==> src/rtl/ifft_butterfly_pipe_pkg.sv <==
// Shared constants and twiddle index encoding for the inverse radix-2 butterfly.
package ifft_butterfly_pipe_pkg;

    localparam int INV_SQRT2_Q8 = 181;
    localparam int Q8_SHIFT     = 8;

    typedef enum logic [1:0] {
        TW_0 = 2'd0,
        TW_1 = 2'd1,
        TW_2 = 2'd2,
        TW_3 = 2'd3
    } tw_idx_e;

endpackage

==> src/rtl/ifft_butterfly_pipe_if.sv <==
// Stream bundle for one butterfly: input pair handshake, output pair handshake, overflow.
interface ifft_butterfly_pipe_if #(
    parameter int N = 3
);
    localparam int W = 2 ** N;

    logic         in_valid;
    logic         in_ready;
    logic [1:0]   k;
    logic [W-1:0] in_1_r, in_1_i, in_2_r, in_2_i;
    logic         out_valid;
    logic         out_ready;
    logic [W-1:0] out_1_r, out_1_i, out_2_r, out_2_i;
    logic         ovf;
    logic         clr_ovf;

    modport slave (
        input  in_valid, k, in_1_r, in_1_i, in_2_r, in_2_i, out_ready, clr_ovf,
        output in_ready, out_valid, out_1_r, out_1_i, out_2_r, out_2_i, ovf
    );

    modport master (
        output in_valid, k, in_1_r, in_1_i, in_2_r, in_2_i, out_ready, clr_ovf,
        input  in_ready, out_valid, out_1_r, out_1_i, out_2_r, out_2_i, ovf
    );

endinterface

==> src/rtl/ifft_butterfly_pipe_twiddle_mul.sv <==
// Combinational multiply by the conjugate twiddle W8^-k, wrapped to W bits with overflow flag.
module ifft_twiddle_mul
    import ifft_butterfly_pipe_pkg::*;
#(
    parameter int W = 8
) (
    input  logic [W-1:0] r,
    input  logic [W-1:0] i,
    input  logic [1:0]   k,
    output logic [W-1:0] tr,
    output logic [W-1:0] ti,
    output logic         ovf
);
    localparam int WE = W + 10;

    logic signed [W:0]    r_x, i_x, diff, sum, nsum;
    logic signed [WE-1:0] fr, fi;

    // x * 181 >>> 8 at W+10 bits, floor rounding via arithmetic shift
    function automatic logic signed [WE-1:0] mul_isq(input logic signed [W:0] x);
        logic signed [WE-1:0] p;
        p = WE'(x) * WE'(INV_SQRT2_Q8);
        return p >>> Q8_SHIFT;
    endfunction

    assign r_x  = $signed({r[W-1], r});
    assign i_x  = $signed({i[W-1], i});
    assign diff = r_x - i_x;
    assign sum  = r_x + i_x;
    assign nsum = -r_x - i_x;

    always_comb begin
        fr = '0;
        fi = '0;
        unique case (tw_idx_e'(k))
            TW_0: begin fr = WE'(r_x);       fi = WE'(i_x);    end
            TW_1: begin fr = mul_isq(diff);  fi = mul_isq(sum); end
            TW_2: begin fr = -WE'(i_x);      fi = WE'(r_x);    end
            TW_3: begin fr = mul_isq(nsum);  fi = mul_isq(diff); end
        endcase
    end

    assign tr  = fr[W-1:0];
    assign ti  = fi[W-1:0];
    assign ovf = (fr != WE'($signed(tr))) || (fi != WE'($signed(ti)));

endmodule

==> src/rtl/ifft_butterfly_pipe.sv <==
// Two-stage streaming inverse radix-2 butterfly with global stall, optional /2 scaling, sticky overflow.
module ifft_butterfly_pipe
    import ifft_butterfly_pipe_pkg::*;
#(
    parameter int N     = 3,
    parameter int SCALE = 0
) (
    input  logic                 clk,
    input  logic                 rst_n,
    ifft_butterfly_pipe_if.slave bus
);
    localparam int W = 2 ** N;

    logic         en;
    logic         v1, out_valid, ovf;
    logic [W-1:0] a_r, a_i, t_r, t_i;
    logic [W-1:0] o1_r, o1_i, o2_r, o2_i;
    logic [W-1:0] tw_r, tw_i;
    logic         tw_ovf;
    logic signed [W:0] s1_r, s1_i, s2_r, s2_i;
    logic         ovf_s1, ovf_s2;

    function automatic logic [W-1:0] fit(input logic signed [W:0] s);
        if (SCALE != 0) return s[W:1];
        else            return s[W-1:0];
    endfunction

    function automatic logic wraps(input logic signed [W:0] s);
        return (SCALE == 0) && (s[W] != s[W-1]);
    endfunction

    ifft_twiddle_mul #(.W(W)) u_tw (
        .r   (bus.in_2_r),
        .i   (bus.in_2_i),
        .k   (bus.k),
        .tr  (tw_r),
        .ti  (tw_i),
        .ovf (tw_ovf)
    );

    assign en = !out_valid || bus.out_ready;

    assign s1_r = $signed({a_r[W-1], a_r}) + $signed({t_r[W-1], t_r});
    assign s1_i = $signed({a_i[W-1], a_i}) + $signed({t_i[W-1], t_i});
    assign s2_r = $signed({a_r[W-1], a_r}) - $signed({t_r[W-1], t_r});
    assign s2_i = $signed({a_i[W-1], a_i}) - $signed({t_i[W-1], t_i});

    // Overflow only counts on loads that carry a valid pair
    assign ovf_s1 = en && bus.in_valid && tw_ovf;
    assign ovf_s2 = en && v1 && (wraps(s1_r) || wraps(s1_i) || wraps(s2_r) || wraps(s2_i));

    always_ff @(posedge clk or negedge rst_n) begin
        if (!rst_n) begin
            v1        <= 1'b0;
            out_valid <= 1'b0;
            ovf       <= 1'b0;
            a_r  <= '0;  a_i  <= '0;  t_r  <= '0;  t_i  <= '0;
            o1_r <= '0;  o1_i <= '0;  o2_r <= '0;  o2_i <= '0;
        end else begin
            if (en) begin
                v1        <= bus.in_valid;
                a_r       <= bus.in_1_r;
                a_i       <= bus.in_1_i;
                t_r       <= tw_r;
                t_i       <= tw_i;
                out_valid <= v1;
                o1_r      <= fit(s1_r);
                o1_i      <= fit(s1_i);
                o2_r      <= fit(s2_r);
                o2_i      <= fit(s2_i);
            end
            if (ovf_s1 || ovf_s2) ovf <= 1'b1;
            else if (bus.clr_ovf) ovf <= 1'b0;
        end
    end

    assign bus.in_ready  = en;
    assign bus.out_valid = out_valid;
    assign bus.out_1_r   = o1_r;
    assign bus.out_1_i   = o1_i;
    assign bus.out_2_r   = o2_r;
    assign bus.out_2_i   = o2_i;
    assign bus.ovf       = ovf;

endmodule
==> src/flat_wrapper.sv <==
// flat-port wrapper written by rule: the top's interface ports become plain ports
module ifft_butterfly_pipe_flat import ifft_butterfly_pipe_pkg::*;
#(
    parameter int N     = 3,
    parameter int SCALE = 0
)
  (clk, rst_n, bus_in_valid, bus_k, bus_in_1_r, bus_in_1_i, bus_in_2_r, bus_in_2_i, bus_out_ready, bus_clr_ovf, bus_in_ready, bus_out_valid, bus_out_1_r, bus_out_1_i, bus_out_2_r, bus_out_2_i, bus_ovf);
  ifft_butterfly_pipe_if #(.N(N)) bus_i ();
  input  logic clk;
  input  logic rst_n;
  input wire logic [$bits(bus_i.in_valid)-1:0] bus_in_valid;
  input wire logic [$bits(bus_i.k)-1:0] bus_k;
  input wire logic [$bits(bus_i.in_1_r)-1:0] bus_in_1_r;
  input wire logic [$bits(bus_i.in_1_i)-1:0] bus_in_1_i;
  input wire logic [$bits(bus_i.in_2_r)-1:0] bus_in_2_r;
  input wire logic [$bits(bus_i.in_2_i)-1:0] bus_in_2_i;
  input wire logic [$bits(bus_i.out_ready)-1:0] bus_out_ready;
  input wire logic [$bits(bus_i.clr_ovf)-1:0] bus_clr_ovf;
  output wire logic [$bits(bus_i.in_ready)-1:0] bus_in_ready;
  output wire logic [$bits(bus_i.out_valid)-1:0] bus_out_valid;
  output wire logic [$bits(bus_i.out_1_r)-1:0] bus_out_1_r;
  output wire logic [$bits(bus_i.out_1_i)-1:0] bus_out_1_i;
  output wire logic [$bits(bus_i.out_2_r)-1:0] bus_out_2_r;
  output wire logic [$bits(bus_i.out_2_i)-1:0] bus_out_2_i;
  output wire logic [$bits(bus_i.ovf)-1:0] bus_ovf;
  assign bus_i.in_valid = bus_in_valid;
  assign bus_i.k = bus_k;
  assign bus_i.in_1_r = bus_in_1_r;
  assign bus_i.in_1_i = bus_in_1_i;
  assign bus_i.in_2_r = bus_in_2_r;
  assign bus_i.in_2_i = bus_in_2_i;
  assign bus_i.out_ready = bus_out_ready;
  assign bus_i.clr_ovf = bus_clr_ovf;
  assign bus_in_ready = bus_i.in_ready;
  assign bus_out_valid = bus_i.out_valid;
  assign bus_out_1_r = bus_i.out_1_r;
  assign bus_out_1_i = bus_i.out_1_i;
  assign bus_out_2_r = bus_i.out_2_r;
  assign bus_out_2_i = bus_i.out_2_i;
  assign bus_ovf = bus_i.ovf;
  ifft_butterfly_pipe #(.N(N), .SCALE(SCALE)) u_core (.clk(clk), .rst_n(rst_n), .bus(bus_i));
endmodule
==> config.mk <==
export PLATFORM = sky130hd
export DESIGN_NAME = ifft_butterfly_pipe_flat
export DESIGN_NICKNAME = d
export VERILOG_FILES = /design/src/rtl/ifft_butterfly_pipe_pkg.sv /design/src/rtl/ifft_butterfly_pipe_if.sv /design/src/rtl/ifft_butterfly_pipe_twiddle_mul.sv /design/src/rtl/ifft_butterfly_pipe.sv /design/src/flat_wrapper.sv
export SDC_FILE = /design/constraint.sdc
export NUM_CORES = 1
export LEC_CHECK = 0
export ABC_AREA = 1
export CORE_MARGIN = 2
export CORE_UTILIZATION = 55
export DETAILED_ROUTE_END_ITERATION = 7
export PLACE_DENSITY_LB_ADDON = 0.25
export SLEW_MARGIN = 20
export SYNTH_ARGS = -nofsm -noshare
export SYNTH_HDL_FRONTEND = slang
export SYNTH_SLANG_ARGS = --single-unit
==> constraint.sdc <==
create_clock -name clk -period 2.4 [get_ports clk]
set_input_delay 0.48 -clock clk [delete_from_list [all_inputs] [get_ports clk]]
set_output_delay 0.48 -clock clk [all_outputs]
set_load 0.02 [all_outputs]
==> results.cfg <==
[drt]
wl_met3_mm = 3.240
antenna_left = 0
wire_per_inst_um = 19.80
top_layer = met4
drt-initial-drc-count = 1158
viasPerCell = 5.802
totalWireLength_mm = 39.66
dr.pass1.iters = 6
m1WireLength_mm = 14.68
drc_errors = 0
num_vias = 11621
wl_met2_mm = 18.80

[synthesis]
synthDistinctLibCells = 47
synth_fa_ha_area_share_pct = 35.00
netlist.area_leader.share_pct = 22.15
synth_area_um2 = 10280
yosys-top-cells-area = ha_1 22%, dfrtp_1 16%, fa_1 13%, inv_1 11%, nand2_1 10%
synth_compound_area_share_pct = 11.78
yosys.area.top_type = ha_1
synthSimpleGateAreaFrac_pct = 21.28
synthFlopType = dfrtp_1
synth_mux_area_share_pct = 0
synthCells = 1404
synth-seq-area-share_pct = 15.82
yosys_warnings = 0
synth_xor_area_share_pct = 3.469
async_flop_share_pct = 100.0
synth_top_family_by_area = adder cells
ys_seq_elements = 65
synth_edf_count = 0
avgSynthCellArea_um2 = 7.322
synth_nets = 1691

[clock_network]
ctsHoldBuffers = 0
clkTransAtPathRegs_ps = 60
cts.htree.levels = 3
cts_root_buf = clkbuf_16
cts_buffers = 9
cts.sinks = 65
cts_buffer_depth = 2
cts_tree = done
clk_latency_ps = 340

[placed_design]
dp_slack_ps = -3925
dp_hpwl_mm = 24.63
gp_congestion = 0.9662
port_buffers = 73

[sta]
fin_ws_ps = -3276
final-setup-viol-count = 17
setup_tns_ps = -51750
slew_headroom_pct = 50.46
fmax_mhz = 176.2
maxSlewViolCount = 0
post-route-period-util_pct = 236.5
hold_viol = 0
rsz0062_at_grt = yes
skew_ps = 8.983
tightestPinTransition_ps = 743.1
period_minus_slack_ps = 5676

[die]
initial_core_util_pct = 56.65
die_h_um = 140.7
die-area_um2 = 19800
rows = 49
core_um2 = 18150
die_x_um = 140.7
io_pins = 74

[setup_path]
slowest_stage = fa_1
critPathMaxStageDelay_ps = 530
critPathArrivalTime_ps = 5900
cp.required_ps = 2620
cp-start-kind = input pin
worst_setup_path_end_kind = flip-flop
crit_fanout = 4
critPathKind = in2reg
crit_top_cell = nand2_1

[cells_and_area]
n_antenna_cell = 0
drive_gt1_share_pct = 37.15
fin_nets = 2056
area_growth_pct = 51.50
utilization_pct = 85.82

[run]
drv_cap = 0

[global_route]
grt_pass1_wl_mm = 57.19
grt_max_degree = 79
grt_usage_pct = 36.14
grt_pass1_vias = 11592
antenna_found_initial = 0
gr-total-overflow = 0

[status]
violations = negative setup slack
outcome = finished, violations left

[min_path]
min_path_type = in2async
==> placed cells by master (no fill, tap or decap), types with 6 or more instances in the layout <==
cell,synthesis,layout
nand3_1,65,43
nor3_1,9,9
nand2_2,18,47
nor2_1,90,78
xor2_2,1,6
o21ai_1,5,17
o211ai_1,6,6
nor2_4,0,7
o21ai_0,79,49
nand2_4,2,21
o31ai_1,12,9
dlygate4sd2_1,0,7
clkbuf_16,0,9
buf_6,2,30
buf_4,5,278
nand4_1,8,8
nor2_2,6,11
a21oi_1,70,43
inv_4,0,10
ha_1,182,127
inv_2,7,46
a21oi_2,3,20
fa_1,66,58
inv_1,297,245
dfrtp_1,65,65
a21oi_4,0,10
xor2_1,30,21
clkdlybuf4s50_1,0,56
nand2_1,282,234
o21ai_2,5,20
fa_2,0,8
ha_4,0,50
nand3_2,9,26
nand3b_1,6,6
==> final timing paths <==
check                      slack (ps)  cells after the start               endpoint                   from
min reg2reg                       480                      2  u_core.bus.out_2_i[5]  u_core.bus.out_2_i[5]
min in group clk                  480                      2  u_core.bus.out_2_i[5]  u_core.bus.out_2_i[5]
max reg2reg                       110                      9         u_core.bus.ovf          u_core.t_i[2]
max in group asynchronous        1710                      2          u_core.t_i[0]                  rst_n
min                                80                      1          u_core.t_r[0]                  rst_n
max                             -3280                     35         u_core.bus.ovf          bus_in_2_i[5]
==> synthesized netlist by cell type (all sizes together), types with 3 or more instances <==
cell    count
inv       304
nand2     302
ha        182
nor2       96
o21ai      89
nand3      74
a21oi      73
fa         66
dfrtp      65
xor2       31
buf        15
clkbuf     14
o31ai      12
nor3        9
nand4       8
o21bai      8
xnor2       8
a31oi       7
or2         7
nand3b      6
o211ai      6
o22ai       5
a221oi      3
o221ai      3
==> what timing repair did <==
item / 4_1_cts / 5_1_grt
resized for setup: 247 / 137
endpoints found under the setup margin: 17 / 19
pin swaps: 118 / 112
buffers inserted: 57 / 22
==> flip-flops by register name (all words and copies together), names as in the netlist <==
name and cells:
u_core.a_i 8, u_core.a_r 8, u_core.bus.out_1_i 8, u_core.bus.out_2_r 8, u_core.t_i 8, u_core.t_r 8
u_core.bus.out_1_r 7, u_core.bus.out_2_i 7, u_core.bus.out_valid 1, u_core.bus.ovf 1, u_core.v1 1
==> critical path: cells and delay by family <==
kind                       cells  cell delay, ps
adders and majority gates      6            2290
AOI/OAI and AO/OA              1             180
buffers and inverters          7            1020
and+or+nand+nor               21            1910
==> per-layer routing <==
layer / vias up / global-route usage (%)
met2: 741 / 65.55
met4: 0 / 14.89
met3: 296 / 5.333
li1: 5150 / -
met5: - / 0
met1: 5434 / 42.83
==> area by class of cell <==
| class | instances | area (um2) |
|---|---|---|
| clock buffer | 10 | 239.0 |
| clock inverter | 6 | 88.84 |
| fill | 975 | 2574 |
| inverter | 306 | 1185 |
| multi-input combinational | 1004 | 8971 |
| sequential | 65 | 1627 |
| tap | 229 | 286.5 |
| timing repair buffer | 383 | 3177 |
==> kinds of logic after synthesis <==
kind of cell               count (synthesis)
and+or+nand+nor                          505
xor gates and xnor gates                  39
DFF                                       65
AOI/OAI and AO/OA                        212
adders and majority gates                248
buffers and inverters                    335
==> stage by stage <==
stage	std cells	instance area, um2	hold slack (ps)
3_3_place_gp	1916	13300	431.1
2_1_floorplan	1404	10640	184.4
6_report	2003	15570	76.36
3_5_place_dp	1916	13300	434.6
4_1_cts	1987	14900	84.16
5_1_grt	2003	15570	104.8
Power is not shown: default switching activity piles up to over one toggle a cycle in this logic, so the estimate is an artifact.
